**src/rtl/cnt_pkg.sv**
```systemverilog
// rtl/cnt_pkg.sv - shared defaults and one-shot state encoding for mod_counter_n
package cnt_pkg;

  localparam int CNT_WIDTH_DEF = 8;
  localparam int CNT_TERM_DEF  = 138;

  typedef enum logic [1:0] {
    ST_IDLE = 2'd0,
    ST_RUN  = 2'd1,
    ST_HOLD = 2'd2
  } cnt_state_t;

endpackage

```
**src/rtl/mod_counter_n.sv**
```systemverilog
// rtl/mod_counter_n.sv - programmable modulo counter with free-run and one-shot modes
module mod_counter_n
  import cnt_pkg::*;
#(
  parameter int WIDTH    = CNT_WIDTH_DEF,
  parameter int DEF_TERM = CNT_TERM_DEF
) (
  input  logic             clk,
  input  logic             rst_n,
  input  logic             en,
  input  logic             clr,
  input  logic             ld,
  input  logic [WIDTH-1:0] ld_val,
  input  logic             up,
  input  logic             mode,
  input  logic             start,
  input  logic             term_wr,
  input  logic [WIDTH-1:0] term_val,
  output logic [WIDTH-1:0] cnt,
  output logic             tc,
  output logic             wrap,
  output logic             busy,
  output logic             done
);

  cnt_state_t       state, state_nxt;
  logic [WIDTH-1:0] term;
  logic [WIDTH-1:0] cnt_nxt;
  logic [WIDTH-1:0] end_val;
  logic [WIDTH-1:0] step_val;
  logic [WIDTH-1:0] ld_sat;
  logic             step_wrap;
  logic             wrap_nxt;
  logic             done_nxt;

  assign end_val = up ? term : '0;
  assign tc      = en & (cnt == end_val);
  assign busy    = (state == ST_RUN);
  assign ld_sat  = (ld_val > term) ? term : ld_val;

  // Out-of-range counts (TERM lowered underneath us) wrap immediately in either direction.
  always_comb begin
    step_val  = cnt;
    step_wrap = 1'b0;
    if (up) begin
      if (cnt >= term) begin
        step_val  = '0;
        step_wrap = 1'b1;
      end else begin
        step_val = cnt + WIDTH'(1);
      end
    end else begin
      if ((cnt == '0) || (cnt > term)) begin
        step_val  = term;
        step_wrap = 1'b1;
      end else begin
        step_val = cnt - WIDTH'(1);
      end
    end
  end

  always_comb begin
    cnt_nxt   = cnt;
    state_nxt = state;
    wrap_nxt  = 1'b0;
    done_nxt  = 1'b0;
    if (clr) begin
      cnt_nxt   = '0;
      state_nxt = ST_IDLE;
    end else if (ld) begin
      cnt_nxt = ld_sat;
    end else begin
      case (state)
        ST_RUN: begin
          if (en) begin
            if (cnt == end_val) begin
              state_nxt = ST_HOLD;
              done_nxt  = 1'b1;
            end else begin
              cnt_nxt  = step_val;
              wrap_nxt = step_wrap;
            end
          end
        end
        default: begin
          // Mode is only sampled here, at a start seen outside RUN.
          if (start && mode) begin
            cnt_nxt   = up ? '0 : term;
            state_nxt = ST_RUN;
          end else if (state == ST_HOLD) begin
            if (start) state_nxt = ST_IDLE;
          end else if (!mode && en) begin
            cnt_nxt  = step_val;
            wrap_nxt = step_wrap;
          end
        end
      endcase
    end
  end

  always_ff @(posedge clk or negedge rst_n) begin
    if (!rst_n) begin
      cnt   <= '0;
      term  <= WIDTH'(DEF_TERM);
      state <= ST_IDLE;
      wrap  <= 1'b0;
      done  <= 1'b0;
    end else begin
      cnt   <= cnt_nxt;
      state <= state_nxt;
      wrap  <= wrap_nxt;
      done  <= done_nxt;
      if (term_wr) term <= term_val;
    end
  end

endmodule

```
**config.mk**
```make
export PLATFORM = sky130hd
export DESIGN_NAME = mod_counter_n
export DESIGN_NICKNAME = d
export VERILOG_FILES = /design/src/rtl/cnt_pkg.sv /design/src/rtl/mod_counter_n.sv
export SDC_FILE = /design/constraint.sdc
export NUM_CORES = 1
export LEC_CHECK = 0
export ABC_CLOCK_PERIOD_IN_PS = 2900
export BUFFER_PORTS_ARGS = -buffer_cell sky130_fd_sc_hd__buf_2
export CORE_UTILIZATION = 25
export DETAILED_ROUTE_END_ITERATION = 7
export PLACE_DENSITY_LB_ADDON = 0.25
export SETUP_SLACK_MARGIN = 0.2
export SKIP_CTS_REPAIR_TIMING = 1
export SLEW_MARGIN = 20
export SYNTH_ARGS = -nofsm -noshare
export SYNTH_HDL_FRONTEND = slang
export SYNTH_SLANG_ARGS = --single-unit
```
**constraint.sdc**
```tcl
create_clock -name clk -period 2.9 [get_ports clk]
set_input_delay 0.58 -clock clk [delete_from_list [all_inputs] [get_ports clk]]
set_output_delay 0.58 -clock clk [all_outputs]
set_load 0.005 [all_outputs]
```
==> parameters.txt, run 1 <==
Parameter                              Value

Status
  Status    finished, final reports clean

Timing
  Final count of negative-setup-slack endpoints    0
  Unrepaired setup endpoints after global routing    no
  Number of pins with negative max-slew slack in the final report    0
  Least setup slack across all paths after layout    approximately 0.37 ns
  Min cycle time layout    approximately 2.5 ns
  Slew of the pin with the lowest slew margin    0.6384 ns
  Share of the cycle needed by the critical path after routing    around 87%
  Maximum frequency from static timing analysis    395.8 MHz
  Worst Clk Skew    between 0.01 and 0.015 ns
  Final Hold Viols    0
  Final-layout worst hold slack    approximately 0.26 ns
  Final sum of negative setup slack    0 ns
  Headroom to the max-slew limit    57.44%

Detailed routing
  Highest metal layer with signal wires    met4
  Met3 WL post-DR    between 400 and 500 um
  Number of DRC markers in iteration 0    approximately 150
  Average wire per cell in the routed design    15.99 um
  Routed vias/inst    between 5 and 6
  Remaining antenna violation count    0
  DRC violations left    0
  Metal2 WL    approximately 2900 um
  Final wirelength    6428 um
  Via count    roughly 2100
  Routed metal-1 wirelength    approximately 3100 um
  Pre-antenna DRT Iters    4

GRT
  Largest net degree at the start of global routing    21
  Antenna violations before repair    0
  Global route overflow    0
  Global-route usage over all layers    roughly 15%
  Global-route wire length before repair    between 10000 and 15000 um
  Number of global-route vias before repair    between 1500 and 2000

Place
  Port-buffer cells    36
  Post-placement setup slack    0.2391 ns
  Placement-stage cell area    ~2400 sq um
  Post-detail-place hpwl    4960 um
  Routability congestion estimate from global placement    ~0.86

Synthesis
  Share of the synthesized area in the top cell type    between 20% and 30%
  Mean instance size in the synthesized netlist    8.279 sq um
  Syn nets    300
  Leading area contributor after synthesis    dfrtp_1
  Syn Std Cell Area    around 2100 sq um
  EDFF count, synth    0
  Top area cells in the synthesized netlist    dfrtp_1 (20%), ha_1 (11%), a31oi_1 (4.1%)
  Library cells used by synthesis    52
  Register bit count reported by yosys    20
  Post-synth top flop    dfrtp_1
  Portion of the post-synthesis area used by sequential elements    roughly a quarter
  Async set-reset flop share out of synthesis    between 90% and 100%
  Post-Synthesis Cells    roughly 260
  YS warnings    0

Final layout
  Post-layout net count    between 300 and 400
  Commonest non-fill, non-tap cell in the layout    buf_2
  Storage cell area    about 510 sq um
  Layout Utilization    just over 30%
  Post-Layout Inst Area    ~2500 sq um
  Proportion of layout cells with a drive suffix above 1    between 20% and 30%
  Multi-input gate area in the final layout    1483 sq um
  Highest-count cells in the layout ignoring fill and taps    buf_2 (36), nor2_1 (23), nand2_1 (21)
  Number of diodes added for antenna fixing    0
  Fill cells    862
  Area delta synth->final    19.42%

Critical path
  Crit path arrival time    2.66 ns
  Critical Path, Cell by Cell    inv_2 > ha_1 > nor2b_1 > o211ai_1 > a211oi_2 > or3_4 > buf_4 > o221ai_2 > a41oi_2
  CP max FO    5
  Slowest stage cell, crit path    dfstp_2
  Slowest cell delay on critical path    a little under 0.6 ns
  Delay-heaviest family, CP    compound AO/OA/AOI/OAI gates
  CP bufs+invs    2
  Critical Path RT    between 3 and 4 ns
  CP Class    flip-flop to flip-flop
  Endpoint kind of the worst setup timing path    flip-flop
  CP startpoint kind    flip-flop

Floorplan
  Die ar.    just under 9000 sq um
  Die span in x    ~94 um
  Placeable core area    8217 sq um
  Initial core utilization    25.80%
  Standard-cell row count    33
  Count of pins on the block boundary    37
  Die boundary height    between 90 and 100 um

Run
  Count of maximum capacitance violations    0

Clock network
  Root Driver    clkbuf_8
  Clock Tree Buf Depth    2
  Worst-path clk slew    about 0.090 ns
  TritonCTS clock tree    done
  Number of levels in the clock H-tree    1
  Number of sinks driven by the clock tree    20
  Worst skew pair latency    0.28 ns
  Number of buffers added by the clock tree synthesis step    3

Power and ir drop
  Static leakage    ~1.1 nW
  Power density relative to cell area    approximately 500 nW/um^2
  Largest voltage drop on the vdd net    between 0.00015 and 0.0002 V

Hold path
  Type of the tightest min-delay check    primary input to async pin
sequential cells by signal, summed over array words and instances (netlist names):
signal,flops
wrap,1
cnt,8
state,2
term,8
done,1
metal layers:
metal / GRT usage [%] / up-vias
met5: 0 / -
met4: 3.846 / 0
met3: 1.618 / 6
met2: 24.03 / 64
met1: 22.46 / 957
li1: - / 1025
layout make-up:
cell class / count / area share, %
sequential: 20 / 19.97
multi-input combinational: 206 / 58.58
clock buffer: 4 / 2.175
timing repair buffer: 52 / 11.86
tap: 105 / 5.190
inverter: 15 / 2.224
cell usage after synthesis (all sizes together), types with 2 or more instances:
master	number
nand2	21
xnor2	10
o211ai	2
clkbuf	4
or3	3
and4bb	3
o32ai	2
nand4	5
xor2	6
nor2b	2
a21oi	14
mux2i	7
a31oi	14
o22a	7
buf	11
nand2b	2
and3	2
nand3	8
ha	19
nor3	12
inv	15
dfstp	3
o21ai	16
dfrtp	17
nor2	24
o22ai	3
or2	3
mux2	2
o221ai	6
power breakdown:
part | leakage, nW | switching [mW] | internal (mW) | total [mW]
Sequential | 0.248 | 0.0604 | 0.315 | 0.375
Combinational | 0.836 | 0.365 | 0.298 | 0.662
Clock | 0.0288 | 0.113 | 0.121 | 0.234
Total | 1.11 | 0.538 | 0.734 | 1.27
worst paths after layout:
path / start / to / slack, ns / cells past startpoint
min in group clk: clr / state[1]$_DFFE_PN0P_ / 0.50 / 2
max in group asynchronous: rst_n / term[1]$_DFFE_PN1P_ / 2.28 / 1
worst min register to register: state[1]$_DFFE_PN0P_ / state[1]$_DFFE_PN0P_ / 0.56 / 2
worst min-delay path: rst_n / cnt[5]$_DFFE_PN0P_ / 0.26 / 1
worst max register to register: term[1]$_DFFE_PN1P_ / cnt[7]$_DFFE_PN0P_ / 0.37 / 9
worst max-delay path: term[1]$_DFFE_PN1P_ / cnt[7]$_DFFE_PN0P_ / 0.37 / 9
through the flow:
| step | power, mW | instances |
|---|---|---|
| 3_3_place_gp | 1.004 | 394 |
| 4_1_cts | 1.235 | 398 |
| 2_1_floorplan | 0.8206 | 256 |
| 5_1_grt | 1.366 | 402 |
| 3_5_place_dp | 0.9970 | 394 |
| 6_report | 1.271 | 402 |
kinds of logic after synthesis:
group	Yosys count	synth area share, %
xor+xnor	16	6.611
flops	20	23.79
buf+inv	30	7.497
mux	9	4.368
simple gates	91	23.55
fa+ha+maj	19	11.22
compound gates	71	22.96
No activity file was read; power rests on OpenSTA's default activity.
==> inputs of run 2 (changes only) <==
- ABC_CLOCK_PERIOD_IN_PS: 2900 -> 2400
- clock period: 2.9 -> 2.4 ns (I/O delays scaled with it)
==> run 2 against run 1 <==
Critical path depth stayed put. Register-to-register slack worse by 0.36 ns. Critical endpoint unchanged. Largest cell class unchanged. Die area stayed put. Sequential share of layout area is 2.3 points lower. Final area is 13% higher.
==> parameters.txt, run 2 (synthesized netlist as in run 1, its figures left out) <==
Parameter                              Value

GRT
  Global-route usage over all layers    roughly 16%
  Antenna violations before repair    0
  Global-route wire length before repair    about 11000 um
  Global route overflow    0
  Number of global-route vias before repair    2025
  Largest net degree at the start of global routing    21

Critical path
  CP Class    flip-flop to flip-flop
  Reg-to-reg slack, setup    around 0.017 ns
  Startpoint of the worst register-to-register path    term[1]$_DFFE_PN1P_
  Endpoint kind of the worst setup timing path    flip-flop
  Worst setup startpoint    term[1]$_DFFE_PN1P_
  Critical Path RT    between 2 and 3 ns
  Slowest stage cell, crit path    dfstp_2
  CP max FO    7
  CP startpoint kind    flip-flop
  Slowest cell delay on critical path    0.57 ns
  Critical Path, Cell by Cell    inv_4 > ha_4 > nor2b_4 > o211ai_1 > a211oi_2 > or3_4 > nor2_8 > o221ai_2 > a41oi_2
  Crit path arrival time    approximately 2.6 ns

Final layout
  Multi-input gate area in the final layout    ~1600 sq um
  Registers with the most flip-flops    cnt x8, term x8, state x2
  Highest-count cells in the layout ignoring fill and taps    buf_4 (39), buf_2 (36), nor2_1 (23)
  Post-Layout Inst Area    approximately 2900 sq um
  Area delta synth->final    34.89%
  Fill cells    ~850
  Post-layout net count    between 300 and 400
  Number of diodes added for antenna fixing    0
  Proportion of layout cells with a drive suffix above 1    between 30% and 40%
  Storage cell area    between 500 and 600 sq um
  Commonest non-fill, non-tap cell in the layout    buf_4

Floorplan
  Die boundary height    ~94 um
  Standard-cell row count    33
  Placeable core area    8217 sq um
  Initial core utilization    25.80%
  Die ar.    between 8000 and 9000 sq um
  Die span in x    around 94 um
  Count of pins on the block boundary    37

Power and ir drop
  Overall Power    roughly 1.7 mW
  Power density relative to cell area    around 600 nW/um^2
  Largest voltage drop on the vdd net    roughly 0.00028 V
  Static leakage    1.276 nW

Detailed routing
  DRC violations left    0
  Via count    between 2000 and 2500
  Pre-antenna DRT Iters    5
  Average wire per cell in the routed design    roughly 16 um
  Final wirelength    around 6700 um
  Routed vias/inst    approximately 5
  Number of DRC markers in iteration 0    roughly 140
  Remaining antenna violation count    0

Timing
  Worst Clk Skew    0.007494 ns
  Final Hold Viols    0
  Min cycle time layout    about 2.4 ns
  Slew of the pin with the lowest slew margin    between 0.5 and 0.6 ns
  Number of pins with negative max-slew slack in the final report    0
  Share of the cycle needed by the critical path after routing    99.27%
  Unrepaired setup endpoints after global routing    yes
  Maximum frequency from static timing analysis    ~420 MHz
  Final count of negative-setup-slack endpoints    0
  Headroom to the max-slew limit    roughly 60%
  Final-layout worst hold slack    0.1614 ns

Clock network
  Worst skew pair latency    0.27 ns
  Root Driver    clkbuf_8
  Number of sinks driven by the clock tree    20
  Number of levels in the clock H-tree    1
  Clock Tree Buf Depth    2
  TritonCTS clock tree    done
  Number of buffers added by the clock tree synthesis step    3
  Worst-path clk slew    approximately 0.090 ns

Hold path
  Type of the tightest min-delay check    primary input to async pin

Place
  Post-detail-place hpwl    approximately 5300 um
  Routability congestion estimate from global placement    0.8834
  Port-buffer cells    36
  Placement-stage cell area    2630 sq um

Status
  Status    finished, final reports clean

Run
  Count of maximum capacitance violations    0
## run 2: final timing paths
kind	to	cells past startpoint
max in group asynchronous	term[1]$_DFFE_PN1P_	1
min	cnt[5]$_DFFE_PN0P_	1
max reg2reg	cnt[7]$_DFFE_PN0P_	9
max	cnt[7]$_DFFE_PN0P_	9
min in group clk	term[5]$_DFFE_PN0P_	3
min reg2reg	state[1]$_DFFE_PN0P_	2
## run 2: final cells by class
class / instances / share of cell area, %
Tap cell: 105 / 4.595
Inverter: 15 / 2.057
Sequential cell: 20 / 17.64
Multi-Input combinational cell: 207 / 56.06
Clock buffer: 4 / 1.926
Timing Repair Buffer: 78 / 17.72
## run 2: worst max-delay path, delay by kind of cell, from the launching register on
kind                     cells  cell delay [ns]
AO/OA/AOI/OAI                4             0.75
AND/OR/NAND/NOR              3             0.73
flip-flops                   1             0.57
adder cells (fa/ha/maj)      1             0.21
buffers and inverters        1             0.05
## run 2: layer usage
metal	part of all wire [%]	vias up	global-route usage [%]
met5	0	-	0
met4	1.6	0	4.744
met3	4.2	9	1.618
met2	45	53	23.78
met1	50	1027	23.13
li1	-	1092	-
## run 2: power by group
group | internal [mW] | total, mW | switching, mW
Sequential | 0.380 | 0.419 | 0.0388
Clock | 0.147 | 0.277 | 0.130
Combinational | 0.447 | 0.971 | 0.524
Total | 0.974 | 1.67 | 0.693
## run 2: metrics by stage
step | worst slack [ns] | utilization, % | TNS (ns) | std cells
final | 0.01743 | 34.80 | 0 | 429
after global placement | -0.04040 | 32.01 | -0.1084 | 416
after detailed placement | -0.04165 | 32.01 | -0.1949 | 416
after global routing | -0.08009 | 34.80 | -0.2954 | 429
after CTS | -0.07624 | 32.68 | -0.3878 | 420
after floorplan | 0.04336 | - | 0 | 256
